===== config.mk =====
export PLATFORM = sky130hd
export DESIGN_NAME = vit_encoder_stack_ctrl_flat
export DESIGN_NICKNAME = d
export VERILOG_FILES = /design/src/rtl/vit_encoder_stack_ctrl_pkg.sv /design/src/rtl/vit_encoder_stack_ctrl_if.sv /design/src/rtl/vit_encoder_stack_ctrl_stage_watchdog.sv /design/src/rtl/vit_encoder_stack_ctrl.sv /design/src/flat_wrapper.sv
export SDC_FILE = /design/constraint.sdc
export NUM_CORES = 1
export LEC_CHECK = 0
export ABC_AREA = 1
export CAP_MARGIN = 5
export CORE_UTILIZATION = 55
export CTS_CLUSTER_SIZE = 8
export DETAILED_ROUTE_END_ITERATION = 8
export PLACE_DENSITY_LB_ADDON = 0.1
export SETUP_SLACK_MARGIN = 0.02
export SLEW_MARGIN = 0
export SYNTH_ARGS = -nofsm -noshare
export SYNTH_HDL_FRONTEND = slang
export SYNTH_SLANG_ARGS = --single-unit

===== constraint.sdc =====
create_clock -name clk -period 2.45 [get_ports clk]
set_clock_uncertainty 0.1 [all_clocks]
set_input_delay 0.49 -clock clk [delete_from_list [all_inputs] [get_ports clk]]
set_output_delay 0.49 -clock clk [all_outputs]
set_load 0.03 [all_outputs]

===== src/rtl/vit_encoder_stack_ctrl_pkg.sv =====
// Shared types for the ViT encoder-stack sequencer.
// Contents: stage enumeration, controller state enumeration, the pre-norm
// and post-norm stage orders, and helpers that look up a stage by position
// and turn a stage into its one-hot start/done bit.
package vit_encoder_stack_ctrl_pkg;

    typedef enum logic [2:0] {
        STG_LN1  = 3'd0,
        STG_ATT  = 3'd1,
        STG_RES1 = 3'd2,
        STG_LN2  = 3'd3,
        STG_MLP  = 3'd4,
        STG_RES2 = 3'd5
    } enc_stage_e;

    typedef enum logic [2:0] {
        S_IDLE       = 3'd0,
        S_ISSUE      = 3'd1,
        S_WAIT       = 3'd2,
        S_NEXT_LAYER = 3'd3,
        S_DONE       = 3'd4,
        S_ERR        = 3'd5
    } ctrl_state_e;

    localparam int NUM_STAGES = 6;

    typedef enc_stage_e stage_order_t [NUM_STAGES];

    localparam stage_order_t PRE_NORM_ORDER  = '{STG_LN1, STG_ATT, STG_RES1, STG_LN2, STG_MLP, STG_RES2};
    localparam stage_order_t POST_NORM_ORDER = '{STG_ATT, STG_RES1, STG_LN1, STG_MLP, STG_RES2, STG_LN2};

    // Stage executed at a given position of the per-layer sequence.
    function automatic enc_stage_e stage_at(input logic post_norm, input logic [2:0] pos);
        enc_stage_e s;
        case (pos)
            3'd0:    s = post_norm ? POST_NORM_ORDER[0] : PRE_NORM_ORDER[0];
            3'd1:    s = post_norm ? POST_NORM_ORDER[1] : PRE_NORM_ORDER[1];
            3'd2:    s = post_norm ? POST_NORM_ORDER[2] : PRE_NORM_ORDER[2];
            3'd3:    s = post_norm ? POST_NORM_ORDER[3] : PRE_NORM_ORDER[3];
            3'd4:    s = post_norm ? POST_NORM_ORDER[4] : PRE_NORM_ORDER[4];
            3'd5:    s = post_norm ? POST_NORM_ORDER[5] : PRE_NORM_ORDER[5];
            default: s = STG_LN1;
        endcase
        return s;
    endfunction

    // One-hot lane of a stage on the stage_start / stage_done buses.
    function automatic logic [5:0] stage_onehot(input enc_stage_e s);
        logic [5:0] oh;
        case (s)
            STG_LN1:  oh = 6'b000001;
            STG_ATT:  oh = 6'b000010;
            STG_RES1: oh = 6'b000100;
            STG_LN2:  oh = 6'b001000;
            STG_MLP:  oh = 6'b010000;
            STG_RES2: oh = 6'b100000;
            default:  oh = 6'b000000;
        endcase
        return oh;
    endfunction

endpackage


===== src/rtl/vit_encoder_stack_ctrl_if.sv =====
// Sequencer <-> stage-engine / activation-memory interface.
// stage_start: one-hot start pulse (LN1,ATT,RES1,LN2,MLP,RES2 on bits 0..5)
// stage_done : per-stage done pulses from the engines
// layer_idx  : current layer (weight bank select)
// tok_idx    : token of the current MLP issue
// buf_sel    : activation buffer read by the engines; they write !buf_sel
interface vit_encoder_stack_ctrl_if #(
    parameter int SEQ_LEN    = 16,
    parameter int MAX_LAYERS = 12
);
    localparam int LAYER_W = (MAX_LAYERS > 1) ? $clog2(MAX_LAYERS) : 1;
    localparam int TOK_W   = (SEQ_LEN > 1) ? $clog2(SEQ_LEN) : 1;

    logic [5:0]         stage_start;
    logic [5:0]         stage_done;
    logic [LAYER_W-1:0] layer_idx;
    logic [TOK_W-1:0]   tok_idx;
    logic               buf_sel;

    modport master (
        output stage_start,
        output layer_idx,
        output tok_idx,
        output buf_sel,
        input  stage_done
    );

    modport slave (
        input  stage_start,
        input  layer_idx,
        input  tok_idx,
        input  buf_sel,
        output stage_done
    );
endinterface


===== src/rtl/vit_encoder_stack_ctrl_stage_watchdog.sv =====
// Per-stage watchdog.
// Ports: clk, rst (sync, active high); clr restarts the count; en counts one
// waiting cycle; expired is high in the waiting cycle that is the
// TIMEOUT_CYCLES-th since the last clear. TIMEOUT_CYCLES = 0 never expires.
module vit_encoder_stack_ctrl_stage_watchdog #(
    parameter int TIMEOUT_CYCLES = 65535
) (
    input  logic clk,
    input  logic rst,
    input  logic clr,
    input  logic en,
    output logic expired
);
    localparam int CNT_W = (TIMEOUT_CYCLES > 1) ? $clog2(TIMEOUT_CYCLES) : 1;
    // The count equals the number of waiting cycles already elapsed, so the
    // limit is one less than the timeout.
    localparam logic [CNT_W-1:0] LIMIT = CNT_W'((TIMEOUT_CYCLES > 0) ? (TIMEOUT_CYCLES - 1) : 0);

    logic [CNT_W-1:0] cnt_r;
    logic             at_limit_s;

    // Expiry decode, suppressed entirely when the watchdog is disabled.
    always_comb begin
        at_limit_s = (cnt_r == LIMIT);
        if (TIMEOUT_CYCLES == 0) begin
            expired = 1'b0;
        end else begin
            expired = en && at_limit_s;
        end
    end

    // Saturating wait-cycle counter.
    always_ff @(posedge clk) begin
        if (rst) begin
            cnt_r <= {CNT_W{1'b0}};
        end else if (clr) begin
            cnt_r <= {CNT_W{1'b0}};
        end else if (en && !at_limit_s) begin
            cnt_r <= cnt_r + CNT_W'(1);
        end else begin
            cnt_r <= cnt_r;
        end
    end
endmodule


===== src/rtl/vit_encoder_stack_ctrl.sv =====
// Layer/stage sequencer for a multi-layer ViT encoder stack sharing one set
// of stage engines.
// Ports: clk, rst (sync, active high); start/abort from the top controller;
// cfg_num_layers (clamped to MAX_LAYERS) and cfg_post_norm latched at start;
// eng (master modport) carries stage_start/stage_done/layer_idx/tok_idx/buf_sel;
// busy (not idle), done (completion pulse), err_timeout (sticky watchdog error).
module vit_encoder_stack_ctrl
    import vit_encoder_stack_ctrl_pkg::*;
#(
    parameter int SEQ_LEN        = 16,
    parameter int MAX_LAYERS     = 12,
    parameter int TIMEOUT_CYCLES = 65535
) (
    input  logic                            clk,
    input  logic                            rst,
    input  logic                            start,
    input  logic                            abort,
    input  logic [$clog2(MAX_LAYERS+1)-1:0] cfg_num_layers,
    input  logic                            cfg_post_norm,
    vit_encoder_stack_ctrl_if.master        eng,
    output logic                            busy,
    output logic                            done,
    output logic                            err_timeout
);
    localparam int NL_W    = $clog2(MAX_LAYERS + 1);
    localparam int LAYER_W = (MAX_LAYERS > 1) ? $clog2(MAX_LAYERS) : 1;
    localparam int TOK_W   = (SEQ_LEN > 1) ? $clog2(SEQ_LEN) : 1;
    localparam logic [TOK_W-1:0] TOK_LAST = TOK_W'(SEQ_LEN - 1);

    ctrl_state_e        state_r, state_s;
    logic [2:0]         pos_r, pos_s;
    logic [LAYER_W-1:0] layer_r, layer_s;
    logic [TOK_W-1:0]   tok_r, tok_s;
    logic               buf_r, buf_s;
    logic               err_r, err_s;
    logic               post_r, post_s;
    logic [NL_W-1:0]    nl_r, nl_s;

    enc_stage_e         cur_stage_s;
    logic [NL_W-1:0]    cfg_layers_s;
    logic               done_hit_s;
    logic               last_layer_s;
    logic               wd_expired_s;

    vit_encoder_stack_ctrl_stage_watchdog #(
        .TIMEOUT_CYCLES(TIMEOUT_CYCLES)
    ) u_watchdog (
        .clk    (clk),
        .rst    (rst),
        .clr    (state_r == S_ISSUE),
        .en     (state_r == S_WAIT),
        .expired(wd_expired_s)
    );

    // Current stage, clamped layer count, and the only done lane that counts.
    always_comb begin
        cur_stage_s  = stage_at(post_r, pos_r);
        done_hit_s   = ((eng.stage_done & stage_onehot(cur_stage_s)) != 6'b000000);
        last_layer_s = (NL_W'(layer_r) == (nl_r - NL_W'(1)));
        if (cfg_num_layers > NL_W'(MAX_LAYERS)) begin
            cfg_layers_s = NL_W'(MAX_LAYERS);
        end else begin
            cfg_layers_s = cfg_num_layers;
        end
    end

    // Next-state and datapath updates; abort overrides every non-idle state.
    always_comb begin
        state_s = state_r;
        pos_s   = pos_r;
        layer_s = layer_r;
        tok_s   = tok_r;
        buf_s   = buf_r;
        err_s   = err_r;
        post_s  = post_r;
        nl_s    = nl_r;
        if (abort && (state_r != S_IDLE)) begin
            state_s = S_IDLE;
            pos_s   = 3'd0;
            layer_s = {LAYER_W{1'b0}};
            tok_s   = {TOK_W{1'b0}};
        end else if (abort) begin
            state_s = S_IDLE;
        end else begin
            case (state_r)
                S_IDLE: begin
                    if (start) begin
                        post_s  = cfg_post_norm;
                        nl_s    = cfg_layers_s;
                        pos_s   = 3'd0;
                        layer_s = {LAYER_W{1'b0}};
                        tok_s   = {TOK_W{1'b0}};
                        buf_s   = 1'b0;
                        err_s   = 1'b0;
                        if (cfg_layers_s == {NL_W{1'b0}}) begin
                            state_s = S_DONE;
                        end else begin
                            state_s = S_ISSUE;
                        end
                    end else begin
                        state_s = S_IDLE;
                    end
                end
                S_ISSUE: begin
                    state_s = S_WAIT;
                end
                S_WAIT: begin
                    // A done in the expiry cycle still advances the sequence.
                    if (done_hit_s) begin
                        if ((cur_stage_s == STG_MLP) && (tok_r != TOK_LAST)) begin
                            tok_s   = tok_r + TOK_W'(1);
                            state_s = S_ISSUE;
                        end else begin
                            tok_s = {TOK_W{1'b0}};
                            if (pos_r == 3'd5) begin
                                state_s = S_NEXT_LAYER;
                            end else begin
                                pos_s   = pos_r + 3'd1;
                                state_s = S_ISSUE;
                            end
                        end
                    end else if (wd_expired_s) begin
                        err_s   = 1'b1;
                        state_s = S_ERR;
                    end else begin
                        state_s = S_WAIT;
                    end
                end
                S_NEXT_LAYER: begin
                    buf_s = ~buf_r;
                    if (last_layer_s) begin
                        state_s = S_DONE;
                    end else begin
                        layer_s = layer_r + LAYER_W'(1);
                        pos_s   = 3'd0;
                        state_s = S_ISSUE;
                    end
                end
                S_DONE: begin
                    state_s = S_IDLE;
                end
                S_ERR: begin
                    state_s = S_ERR;
                end
                default: begin
                    state_s = S_IDLE;
                end
            endcase
        end
    end

    // State and datapath registers.
    always_ff @(posedge clk) begin
        if (rst) begin
            state_r <= S_IDLE;
            pos_r   <= 3'd0;
            layer_r <= {LAYER_W{1'b0}};
            tok_r   <= {TOK_W{1'b0}};
            buf_r   <= 1'b0;
            err_r   <= 1'b0;
            post_r  <= 1'b0;
            nl_r    <= {NL_W{1'b0}};
        end else begin
            state_r <= state_s;
            pos_r   <= pos_s;
            layer_r <= layer_s;
            tok_r   <= tok_s;
            buf_r   <= buf_s;
            err_r   <= err_s;
            post_r  <= post_s;
            nl_r    <= nl_s;
        end
    end

    // Outputs decoded from the state register; abort masks start and done in
    // the abort cycle itself.
    always_comb begin
        eng.stage_start = 6'b000000;
        done            = 1'b0;
        if ((state_r == S_ISSUE) && !abort) begin
            eng.stage_start = stage_onehot(cur_stage_s);
        end else begin
            eng.stage_start = 6'b000000;
        end
        if ((state_r == S_DONE) && !abort) begin
            done = 1'b1;
        end else begin
            done = 1'b0;
        end
        busy          = (state_r != S_IDLE);
        err_timeout   = err_r;
        eng.layer_idx = layer_r;
        eng.tok_idx   = tok_r;
        eng.buf_sel   = buf_r;
    end
endmodule

===== src/flat_wrapper.sv =====
// flat-port wrapper written by rule: the top's interface ports become plain ports
module vit_encoder_stack_ctrl_flat import vit_encoder_stack_ctrl_pkg::*;
#(
    parameter int SEQ_LEN        = 16,
    parameter int MAX_LAYERS     = 12,
    parameter int TIMEOUT_CYCLES = 65535
)
  (clk, rst, start, abort, cfg_num_layers, cfg_post_norm, busy, done, err_timeout, eng_stage_start, eng_layer_idx, eng_tok_idx, eng_buf_sel, eng_stage_done);
  vit_encoder_stack_ctrl_if #(.SEQ_LEN(SEQ_LEN), .MAX_LAYERS(MAX_LAYERS)) eng_i ();
  input  logic clk;
  input  logic rst;
  input  logic start;
  input  logic abort;
  input  logic [$clog2(MAX_LAYERS+1)-1:0] cfg_num_layers;
  input  logic cfg_post_norm;
  output logic busy;
  output logic done;
  output logic err_timeout;
  output wire logic [$bits(eng_i.stage_start)-1:0] eng_stage_start;
  output wire logic [$bits(eng_i.layer_idx)-1:0] eng_layer_idx;
  output wire logic [$bits(eng_i.tok_idx)-1:0] eng_tok_idx;
  output wire logic [$bits(eng_i.buf_sel)-1:0] eng_buf_sel;
  input wire logic [$bits(eng_i.stage_done)-1:0] eng_stage_done;
  assign eng_stage_start = eng_i.stage_start;
  assign eng_layer_idx = eng_i.layer_idx;
  assign eng_tok_idx = eng_i.tok_idx;
  assign eng_buf_sel = eng_i.buf_sel;
  assign eng_i.stage_done = eng_stage_done;
  vit_encoder_stack_ctrl #(.SEQ_LEN(SEQ_LEN), .MAX_LAYERS(MAX_LAYERS), .TIMEOUT_CYCLES(TIMEOUT_CYCLES)) u_core (.clk(clk), .rst(rst), .start(start), .abort(abort), .cfg_num_layers(cfg_num_layers), .cfg_post_norm(cfg_post_norm), .eng(eng_i), .busy(busy), .done(done), .err_timeout(err_timeout));
endmodule

==> results.md, run 1 <==
- Status: finished, final reports clean
- Routability congestion estimate: 0.906
- CTS sink cnt: 37
- Pwr dens: between 400 and 500 nW/um^2
- Worst-path maximum fanout: 8
- CP Class: register to output pin
- Clock power share: 0.293
- H-tree Lvls: 2
- WP data required: between 1.5 and 2 ns
- Slew margin rel.: 0.750
- Sw Ratio: 0.321
- Fin. max-slew vios: 0
- Most frequent cells in the layout: 81 x nand2_1, 45 x inv_1, 37 x nor2_1, 35 x dfxtp_1, 27 x a21oi_1
- Via/cell ratio: 5.35
- Endpoint class of the critical path: output pin
- Switching Power: roughly 0.00047 W
- Clock Latency Late Sink: a little under 0.3 ns
- First-pass DRT Iterations: 4
- Die X-Extent: 68.5 um
- Mapped Cells: 361
- Row cnt: 23
- Synth top area cells: dfxtp_1 30%, nand2_1 13%, inv_1 6.9%
- Vias: ~2400
- Die ar.: between 4000 and 5000 sq um
- Layout cells sized above 1: 0.183
- Fill cells: ~330
- Final hold viol count: 0
- Die Ht: 68.5 um
- Layout Area Growth over Synthesis: 25.2%
- TritonCTS Buffers: 5
- Sequence of cells on the critical path: inv_2, ha_4, nor2_4, nand2_2, nand2_4, nand2_4, nor3_2, buf_4
- Synth top area share: 0.304
- Fin crit share: 0.980
- CP delay by family, top: simple AND/OR/NAND/NOR gates
- Clock period minus worst slack: between 2 and 2.5 ns
- Final setup viols: 0
- Reg clk slew, reported paths: around 0.070 ns
- R2r worst-path depth: 16
- Placed cell areas: 2820 sq um
- Maximum clock rate: 0.417 GHz
- Largest net degree at the start of global routing: 17
- Initial antenna violation count: 0
- Post-synth EDFFs: 0
- Combinational share of power: 0.267
- R2R Path Start: u_core.pos_r[2]$_SDFFE_PP0P_
- Detailed Place HPWL: 4.40 mm
- Synthesized area per cell: ~6.7 sq um
- Post-CTS Hold Fix Bufs: 0
- Vias in the first global route: roughly 2100
- Root buf cell: clkbuf_8
- Post-route design area: slightly above 3000 sq um
- Antenna-violating nets left: 0
- VDD IR max: ~0.27 mV
- Clock Tree Buf Depth: 2
- Most frequent cell on the critical path: nand2_4
- Syn nets: about 390
- RR Endpoint: u_core.pos_r[2]$_SDFFE_PP0P_
- Overflow after GRT: 0
- Commonest non-fill, non-tap cell in the layout: nand2_1
- P_leak: 1.24 nW
- Core Region: a little over 4000 sq um
- Worst Hold End: u_core.eng.buf_sel$_SDFFE_PP0P_
- Number of instances on the worst hold path: 1
- DRC: 0
- PortBufs: 32
- First-pass GRT wire length: a little over 9 mm
- Reg2Reg Setup Slack: approximately 0.16 ns
- Avg WL per Cell: ~13 um
- Core Util, Final: 0.741
- Mapped Area: approximately 2400 sq um
- Starting density of the core: 0.592
- # diodes: 0
- Crit path launch type: register
- Worst path bufs/invs: 2
- CP arrival: about 1.8 ns
- HP Class: register to register
- Tightest Pin Transition: around 0.37 ns
- Area leader, netlist: dfxtp_1
- Routed wire length: 6.08 mm
- Max incr delay on CP: 0.43 ns
- Max Cap Viol: 0
- Post-synthesis cell type count: 30
- All-Layer GR Usage: 0.263
- Sequential Power Share: 0.440
- Starting DRT DRC Count: 105
- Top FF cell, synth: dfxtp_1
- CP max-delay cell: dfxtp_1
- Flops & latches, synth: 37
- Yosys warnings: 0
- Layout Nets: 430
- Power Internal: roughly 0.001 W
- # IOs: 33
- Fraction of registers with async set/reset: 0
- CTS tree: done
- Post-synthesis sequential area ratio: 0.304
- Hold_sp: u_core.eng.buf_sel$_SDFFE_PP0P_
timing repair:
| action | 4_1_cts | 5_1_grt |
|---|---|---|
| gates resized for setup | 1 | 19 |
| buffers inserted | 0 | 6 |
| pin swaps | 0 | 6 |
| endpoints found under the setup margin | 2 | 6 |
kinds of logic (layout without fill, tap and decap cells):
family / count (synthesis) / after routing / synth area share
flip-flops: 37 / 37 / 0.304
XOR/XNOR: 12 / 12 / 0.0432
AND/OR/NAND/NOR: 196 / 196 / 0.404
buffers and inverters: 58 / 102 / 0.0899
adder cells (fa/ha/maj): 10 / 10 / 0.0514
AO/OA/AOI/OAI: 48 / 48 / 0.107
cell usage after synthesis, drive strengths merged, types with 3 or more instances:
master and instances:
nand3 28, inv 55, xor2 8, o21ai 13
ha 10, nor3 7, a21oi 28, nor2 50
nor4 7, nand2 90, a211oi 3, nand4 14
xnor2 4, dfxtp 37
worst max-delay path by stage:
stage | cells after the start | to | startpoint | slack [ns]
3_5_place_dp | 5 | eng_stage_start[0] | abort | 0.17
4_1_cts | 8 | eng_stage_start[0] | u_core.pos_r[0]$_SDFFE_PP0P_ | 0.04
2_1_floorplan | 7 | eng_stage_start[0] | u_core.pos_r[0]$_SDFFE_PP0P_ | 0.09
3_3_place_gp | 5 | eng_stage_start[4] | abort | 0.20
6_report | 8 | eng_stage_start[4] | u_core.pos_r[2]$_SDFFE_PP0P_ | 0.05
5_1_grt | 8 | eng_stage_start[4] | u_core.pos_r[2]$_SDFFE_PP0P_ | -0.05
final cells by class:
cell class	count	area (sq um)	share of cell area
flip-flops and latches	37	746	0.245
repair buffers	40	367	0.120
multi-input cells	266	1580	0.518
clock buffers	7	86.3	0.0283
well taps	50	62.6	0.0205
inverters	55	209	0.0686
layer usage:
| layer | track usage | routed length, um |
|---|---|---|
| met4 | 0.107 | 102 |
| met3 | 0.0592 | 223 |
| met1 | 0.303 | 2680 |
| met5 | 0 | 0 |
| met2 | 0.464 | 3080 |
registers in the layout, indices dropped and copies added, names as in the netlist:
register,flops
u_core.eng.tok_idx,4
u_core.nl_r,4
u_core.u_watchdog.cnt_r,16
u_core.state_r,3
u_core.post_r,1
u_core.pos_r,3
u_core.eng.buf_sel,1
u_core.eng.layer_idx,4
u_core.err_timeout,1
power groups by stage:
stage | clock [W] | combinational (W) | sequential, W
6_report | 0.000433 | 0.000393 | 0.000649
5_1_grt | 0.000468 | 0.000427 | 0.000651
4_1_cts | 0.000440 | 0.000339 | 0.000644
3_5_place_dp | 0 | 0.000336 | 0.000657
3_3_place_gp | 0 | 0.000329 | 0.000657
2_1_floorplan | 0 | 0.000231 | 0.000668
stage by stage:
stage / TNS, ns / total power [W] / hold slack [ns] / worst slack, ns / cells
2_1_floorplan: 0 / 0.000899 / 0.348 / 0.0884 / 361
3_3_place_gp: 0 / 0.000986 / 0.351 / 0.204 / 442
3_5_place_dp: 0 / 0.000994 / 0.358 / 0.172 / 442
4_1_cts: 0 / 0.00142 / 0.370 / 0.0365 / 449
5_1_grt: -0.0642 / 0.00155 / 0.382 / -0.0501 / 455
6_report: 0 / 0.00147 / 0.368 / 0.0500 / 455
Power figures use the tool's default switching activity.
==> run 2: changes to the inputs <==
--- a/config.mk
+++ b/config.mk
@@ -7,7 +7,7 @@
 export LEC_CHECK = 0
 export ABC_AREA = 1
 export CAP_MARGIN = 5
-export CORE_UTILIZATION = 55
+export CORE_UTILIZATION = 50
 export CTS_CLUSTER_SIZE = 8
 export DETAILED_ROUTE_END_ITERATION = 8
 export PLACE_DENSITY_LB_ADDON = 0.1
==> run 2 against run 1 <==
Against the previous run: hold slack worse by 0.0087 ns; sequential share of layout area grew 0.29 points; sequential power decreased by 0.6%; clock-buffer cell count stayed put; core utilization down 10 points; critical path depth unchanged; non-clock buffer count decreased by 2; critical endpoint is now eng_stage_start[0].
==> results.md, run 2 (synthesis gave the netlist of run 1 again) <==
- CP Class: register to output pin
- Layout cells sized above 1: 0.171 (-0.0119)
- Worst path bufs/invs: 1 (-1)
- Clock Latency Late Sink: 0.30 ns (about the same)
- Die Ht: 71.8 um (+4.7%)
- Status: finished, final reports clean
- Setup WS pre-CTS: 0.231 ns (+0.0589 ns)
- Worst-path maximum fanout: 8 (unchanged)
- Sequence of cells on the critical path: ha_1, ha_2, nor2_4, nand2_2, nand2_4, nand2_4, nor3_1, buf_4
- Antenna-violating nets left: 0 (unchanged)
- Max Cap Viol: 0 (unchanged)
- Via/cell ratio: 5.20 (-2.7%)
- Clock period minus worst slack: 2.38 ns (-0.0197 ns)
- WL met2: 2.74 mm (-11%)
- Core Region: 4690 sq um (+14%)
- All-Layer GR Usage: 0.228 (-0.0352)
- CTS tree: done
- HP Class: register to register
- Most frequent cell on the critical path: nand2_4
- Met3 wire length: 113 um (-49%)
- Layout Area Growth over Synthesis: 23.1%
- Fin. max-slew vios: 0 (unchanged)
- Endpoint class of the critical path: output pin
- Commonest non-fill, non-tap cell in the layout: nand2_1
- Post-CTS Hold Fix Bufs: 0 (unchanged)
- Row cnt: 25 (+8.7%)
- Max FFs per register: 16 (unchanged)
- Avg WL per Cell: 12.1 um (-9.1%)
- WP data required: 1.86 ns (about the same)
- CP max-delay cell: dfxtp_1
- Most frequent cells in the layout: 81 x nand2_1, 45 x inv_1, 37 x nor2_1, 36 x dfxtp_1, 27 x a21oi_1
- Max incr delay on CP: 0.33 ns (-0.10 ns)
- Crit path launch type: register
- Final worst-path setup slack: 0.0697 ns (+0.0197 ns)
- DRC: 0 (unchanged)
- Largest net degree at the start of global routing: 13 (-4)
- Number of instances on the worst hold path: 1 (unchanged)
- Maximum clock rate: 0.420 GHz (+0.83%)
- Starting DRT DRC Count: 90 (-14%)
- PortBufs: 32 (unchanged)
- Detailed Place HPWL: 4.32 mm (-1.7%)
- Die ar.: 5150 sq um (+9.7%)
- Layout Nets: 428 (-0.47%)
- Final setup viols: 0 (unchanged)
- Unrepaired setup endpoints after global routing: true
- # diodes: 0 (unchanged)
- Met1 Wirelength: 2.62 mm (-2.2%)
- Starting density of the core: 0.519 (-0.0727)
- H-tree Lvls: 2 (unchanged)
- Reg2Reg Setup Slack: 0.24 ns (+0.08 ns)
- First-pass GRT wire length: 9.29 mm (+2.0%)
- Root buf cell: clkbuf_8
- CTS sink cnt: 37 (unchanged)
- Slew margin rel.: 0.726 (-0.0240)
- Largest Register: u_core.u_watchdog.cnt_r
- TritonCTS Buffers: 5 (unchanged)
- Routability congestion estimate: 0.909 (+0.34%)
- Initial antenna violation count: 0 (unchanged)
- Die X-Extent: 71.8 um (+4.7%)
- Final hold viol count: 0 (unchanged)
- Top sig layer: met4
- P_leak: 1.24 nW (+0.14%)
- Reg clk slew, reported paths: 0.07 ns (about the same)
- Overflow after GRT: 0 (unchanged)
- First-pass DRT Iterations: 4 (unchanged)
- # IOs: 33 (unchanged)
- Vias in the first global route: 2088 (-0.95%)
- CP arrival: 1.79 ns (-0.02 ns)
- Pwr dens: 516 nW/um^2 (+6.7%)
- VDD IR max: 0.242 mV (-10%)
- Core Util, Final: 0.639 (-0.102)
- R2r worst-path depth: 15 (-1)
- Vias: 2382 (-2.1%)
- Critical path depth: 8 (unchanged)
- CP delay by family, top: simple AND/OR/NAND/NOR gates
- Fin crit share: 0.972 (-0.00803)
- Routed wire length: 5.56 mm (-8.5%)
- Tightest Pin Transition: 0.407 ns (+0.0357 ns)
- Clock Tree Buf Depth: 2 (unchanged)
run 2: worst paths after layout:
check,endpoint,startpoint
hold / removal,u_core.eng.buf_sel$_SDFFE_PP0P_,u_core.eng.buf_sel$_SDFFE_PP0P_
setup reg to reg,u_core.pos_r[2]$_SDFFE_PP0P_,u_core.pos_r[0]$_SDFFE_PP0P_
hold reg to reg,u_core.eng.buf_sel$_SDFFE_PP0P_,u_core.eng.buf_sel$_SDFFE_PP0P_
setup / recovery,eng_stage_start[0],u_core.pos_r[0]$_SDFFE_PP0P_
run 2: area by class of cell:
class / instances / area, sq um
Clock buffer: 7 / 86.3
Clock inverter: 1 / 30.0
Fill cell: 454 / 1700
Inverter: 55 / 209
Multi-Input combinational cell: 266 / 1510
Sequential cell: 37 / 742
Tap cell: 54 / 67.6
Timing Repair Buffer: 38 / 348
run 2: repair_timing:
action / in CTS / in global routing
buffers inserted: 0 / 1
resized for setup: 0 / 8
setup endpoints to repair: 0 / 6
run 2: per-layer routing:
metal	up-vias	GRT usage
met1	1077	0.279
met3	7	0.0338
met5	-	0
met4	0	0.0893
li1	1263	-
met2	35	0.400
run 2: through the flow:
| step | power (W) | setup TNS [ns] | cell area, sq um | cells | hold slack [ns] |
|---|---|---|---|---|---|
| detailed placement | 0.000996 | 0 | 2850 | 449 | 0.351 |
| floorplan | 0.000899 | 0 | 2450 | 361 | 0.348 |
| global placement | 0.000990 | 0 | 2850 | 449 | 0.357 |
| global route | 0.00162 | -0.00457 | 3000 | 458 | 0.379 |
| CTS | 0.00154 | 0 | 2970 | 457 | 0.365 |
| finish | 0.00155 | 0 | 3000 | 458 | 0.359 |
run 2: power by group:
part           switching, W  internal (W)
Sequential        0.0000223      0.000623
Combinational      0.000217      0.000132
Clock              0.000220      0.000332
==> run 3: changes to the inputs <==
--- a/config.mk
+++ b/config.mk
@@ -10,9 +10,9 @@
 export CORE_UTILIZATION = 50
 export CTS_CLUSTER_SIZE = 8
 export DETAILED_ROUTE_END_ITERATION = 8
-export PLACE_DENSITY_LB_ADDON = 0.1
-export SETUP_SLACK_MARGIN = 0.02
-export SLEW_MARGIN = 0
+export PLACE_DENSITY = 0.74
+export SETUP_SLACK_MARGIN = 0.05
+export SLEW_MARGIN = 15
 export SYNTH_ARGS = -nofsm -noshare
 export SYNTH_HDL_FRONTEND = slang
 export SYNTH_SLANG_ARGS = --single-unit
==> run 3 against run 2 <==
Against the previous run: first-iteration DRC count is 10% higher; die area unchanged; flip-flop and latch count unchanged; via count grew 1.8%; power is 3.0% lower; cell count is 0.44% higher; clock power shrank 15%; hold slack better by 0.0070 ns; combinational power increased by 9.4%; design area grew 2.2%.
==> results.md, run 3 (synthesis gave the netlist of run 1 again) <==
- Status: finished, final reports clean
- Layout Area Growth over Synthesis: 25.7%
- Fill cells: 420 (-7.5%)
- PortBufs: 32 (unchanged)
- Antenna-violating nets left: 0 (unchanged)
- Register Area: 746 sq um (+0.51%)
- Combinational share of power: 0.255 (+0.029)
- Root buf cell: clkbuf_8
- Unrepaired setup endpoints after global routing: true
- Detailed Place HPWL: 4.29 mm (-0.89%)
- VDD IR max: 0.327 mV (+35%)
- DRC: 0 (unchanged)
- Starting DRT DRC Count: 99 (+10%)
- CTS sink cnt: 37 (unchanged)
- Most frequent cells in the layout: 80 x nand2_1, 44 x inv_1, 37 x nor2_1, 35 x dfxtp_1, 27 x a21oi_1
- Clock Tree Buf Depth: 2 (unchanged)
- Die ar.: 5150 sq um (unchanged)
- Area occupied by multi-input gates: 1570 sq um (+3.9%)
- Vias in the first global route: 2283 (+9.3%)
- Final setup viols: 0 (unchanged)
- Switching Power: 0.000475 W (+3.3%)
- Max Cap Viol: 0 (unchanged)
- Routability congestion estimate: 0.845 (-7.1%)
- Worst-path maximum fanout: 7 (-1)
- First-pass GRT wire length: 9.49 mm (+2.1%)
- Avg WL per Cell: 12.3 um (+0.85%)
- First-pass DRT Iterations: 4 (unchanged)
- Layout Nets: 430 (+0.47%)
- Post-CTS Hold Fix Bufs: 0 (unchanged)
- Initial antenna violation count: 0 (unchanged)
- Tightest Pin Transition: 0.409 ns (+0.00179 ns)
- All-Layer GR Usage: 0.231 (+0.00308)
- Endpoint class of the critical path: output pin
- # IOs: 33 (unchanged)
- Commonest non-fill, non-tap cell in the layout: nand2_1
- Maximum clock rate: 0.420 GHz (about the same)
- Final hold viol count: 0 (unchanged)
- H-tree Lvls: 2 (unchanged)
- Sequential Power Share: 0.431 (+0.014)
- Via/cell ratio: 5.27 (+1.3%)
- Row cnt: 25 (unchanged)
- P_leak: 1.26 nW (+1.2%)
- Overflow after GRT: 0 (unchanged)
- Placed insts: 448 (-0.22%)
- Clock period minus worst slack: 2.38 ns (+0.000112 ns)
- Max FFs per register: 16 (unchanged)
- Largest Register: u_core.u_watchdog.cnt_r
- TritonCTS Buffers: 5 (unchanged)
- Core Region: 4690 sq um (unchanged)
- Die X-Extent: 71.8 um (unchanged)
- WP data required: 1.86 ns (about the same)
- Reg clk slew, reported paths: 0.07 ns (about the same)
- Crit path launch type: register
- CP arrival: 1.79 ns (about the same)
- CP Class: register to output pin
- Fin. max-slew vios: 0 (unchanged)
- Die Ht: 71.8 um (unchanged)
- Final Non-Filler Cells: 460 (+0.44%)
- Pwr dens: 490 nW/um^2 (-5.0%)
- CTS tree: done
- Routed wire length: 5.64 mm (+1.3%)
- Clock power share: 0.314 (-0.043)
- # diodes: 0 (unchanged)
- Sw Ratio: 0.316 (+0.0193)
- Starting density of the core: 0.519 (unchanged)
- Largest net degree at the start of global routing: 13 (unchanged)
- HP Class: register to register
- Fin crit share: 0.972 (about the same)
- Layout cells sized above 1: 0.192 (+0.0213)
- Power Internal: 0.00103 W (-5.6%)
- Post-route design area: 3060 sq um (+2.2%)
- Slew margin rel.: 0.725 (-0.00121)
- Hold WS: 0.366 ns (+0.00698 ns)
- Clock Latency Late Sink: 0.30 ns (about the same)
- Placed cell areas: 2840 sq um (-0.26%)
- Vias: 2424 (+1.8%)
[run 3: power groups by stage]
stage | registers [W] | logic, W | clock network [W]
2_1_floorplan | 0.000668 | 0.000231 | 0
3_3_place_gp | 0.000657 | 0.000332 | 0
3_5_place_dp | 0.000658 | 0.000337 | 0
4_1_cts | 0.000644 | 0.000355 | 0.000478
5_1_grt | 0.000649 | 0.000423 | 0.000498
6_report | 0.000647 | 0.000383 | 0.000471
[run 3: cell type report]
class / instances / area share
Clock buffer: 7 / 0.0315
Timing Repair Buffer: 40 / 0.119
Multi-Input combinational cell: 266 / 0.514
Sequential cell: 37 / 0.244
Inverter: 55 / 0.0691
Clock inverter: 1 / 0.00163
Tap cell: 54 / 0.0221
[run 3: metal layers]
layer / vias up / wire length, um / GRT usage
met2: 34 / 2830 / 0.418
met5: - / 0 / 0
met3: 4 / 188 / 0.0436
li1: 1267 / - / -
met1: 1119 / 2570 / 0.270
met4: 0 / 49 / 0.0828
[run 3: critical path, cell delays in order (launching register included)]
cell	delay [ns]
dfxtp_4	0.35
ha_2	0.20
ha_4	0.17
nor2_4	0.14
nand2_2	0.09
nand2_4	0.14
nand3_2	0.09
nor2_1	0.14
buf_4	0.18
[run 3: worst paths after layout]
| check | start | depth (start not counted) | to | slack (ns) |
|---|---|---|---|---|
| hold reg to reg | u_core.eng.buf_sel$_SDFFE_PP0P_ | 1 | u_core.eng.buf_sel$_SDFFE_PP0P_ | 0.37 |
| setup / recovery | u_core.pos_r[0]$_SDFFE_PP0P_ | 8 | eng_stage_start[2] | 0.07 |
| setup reg to reg | u_core.pos_r[0]$_SDFFE_PP0P_ | 15 | u_core.pos_r[2]$_SDFFE_PP0P_ | 0.27 |
| hold / removal | u_core.eng.buf_sel$_SDFFE_PP0P_ | 1 | u_core.eng.buf_sel$_SDFFE_PP0P_ | 0.37 |
[run 3: repair_timing]
item | in CTS | in global routing
endpoints found under the setup margin | 5 | 6
buffers inserted | 2 | 2
resized for setup | 5 | 16
pin swaps | 2 | 5
[run 3: per-stage QoR]
step,TNS (ns),setup WS [ns],power (W),utilization
final,0,0.0696,0.00150,0.653
after global routing,-0.0262,-0.0262,0.00157,0.653
after CTS,0,0.0610,0.00148,0.636
after detailed placement,0,0.202,0.000995,0.606
after global placement,0,0.226,0.000989,0.606
after floorplan,0,0.0884,0.000899,-
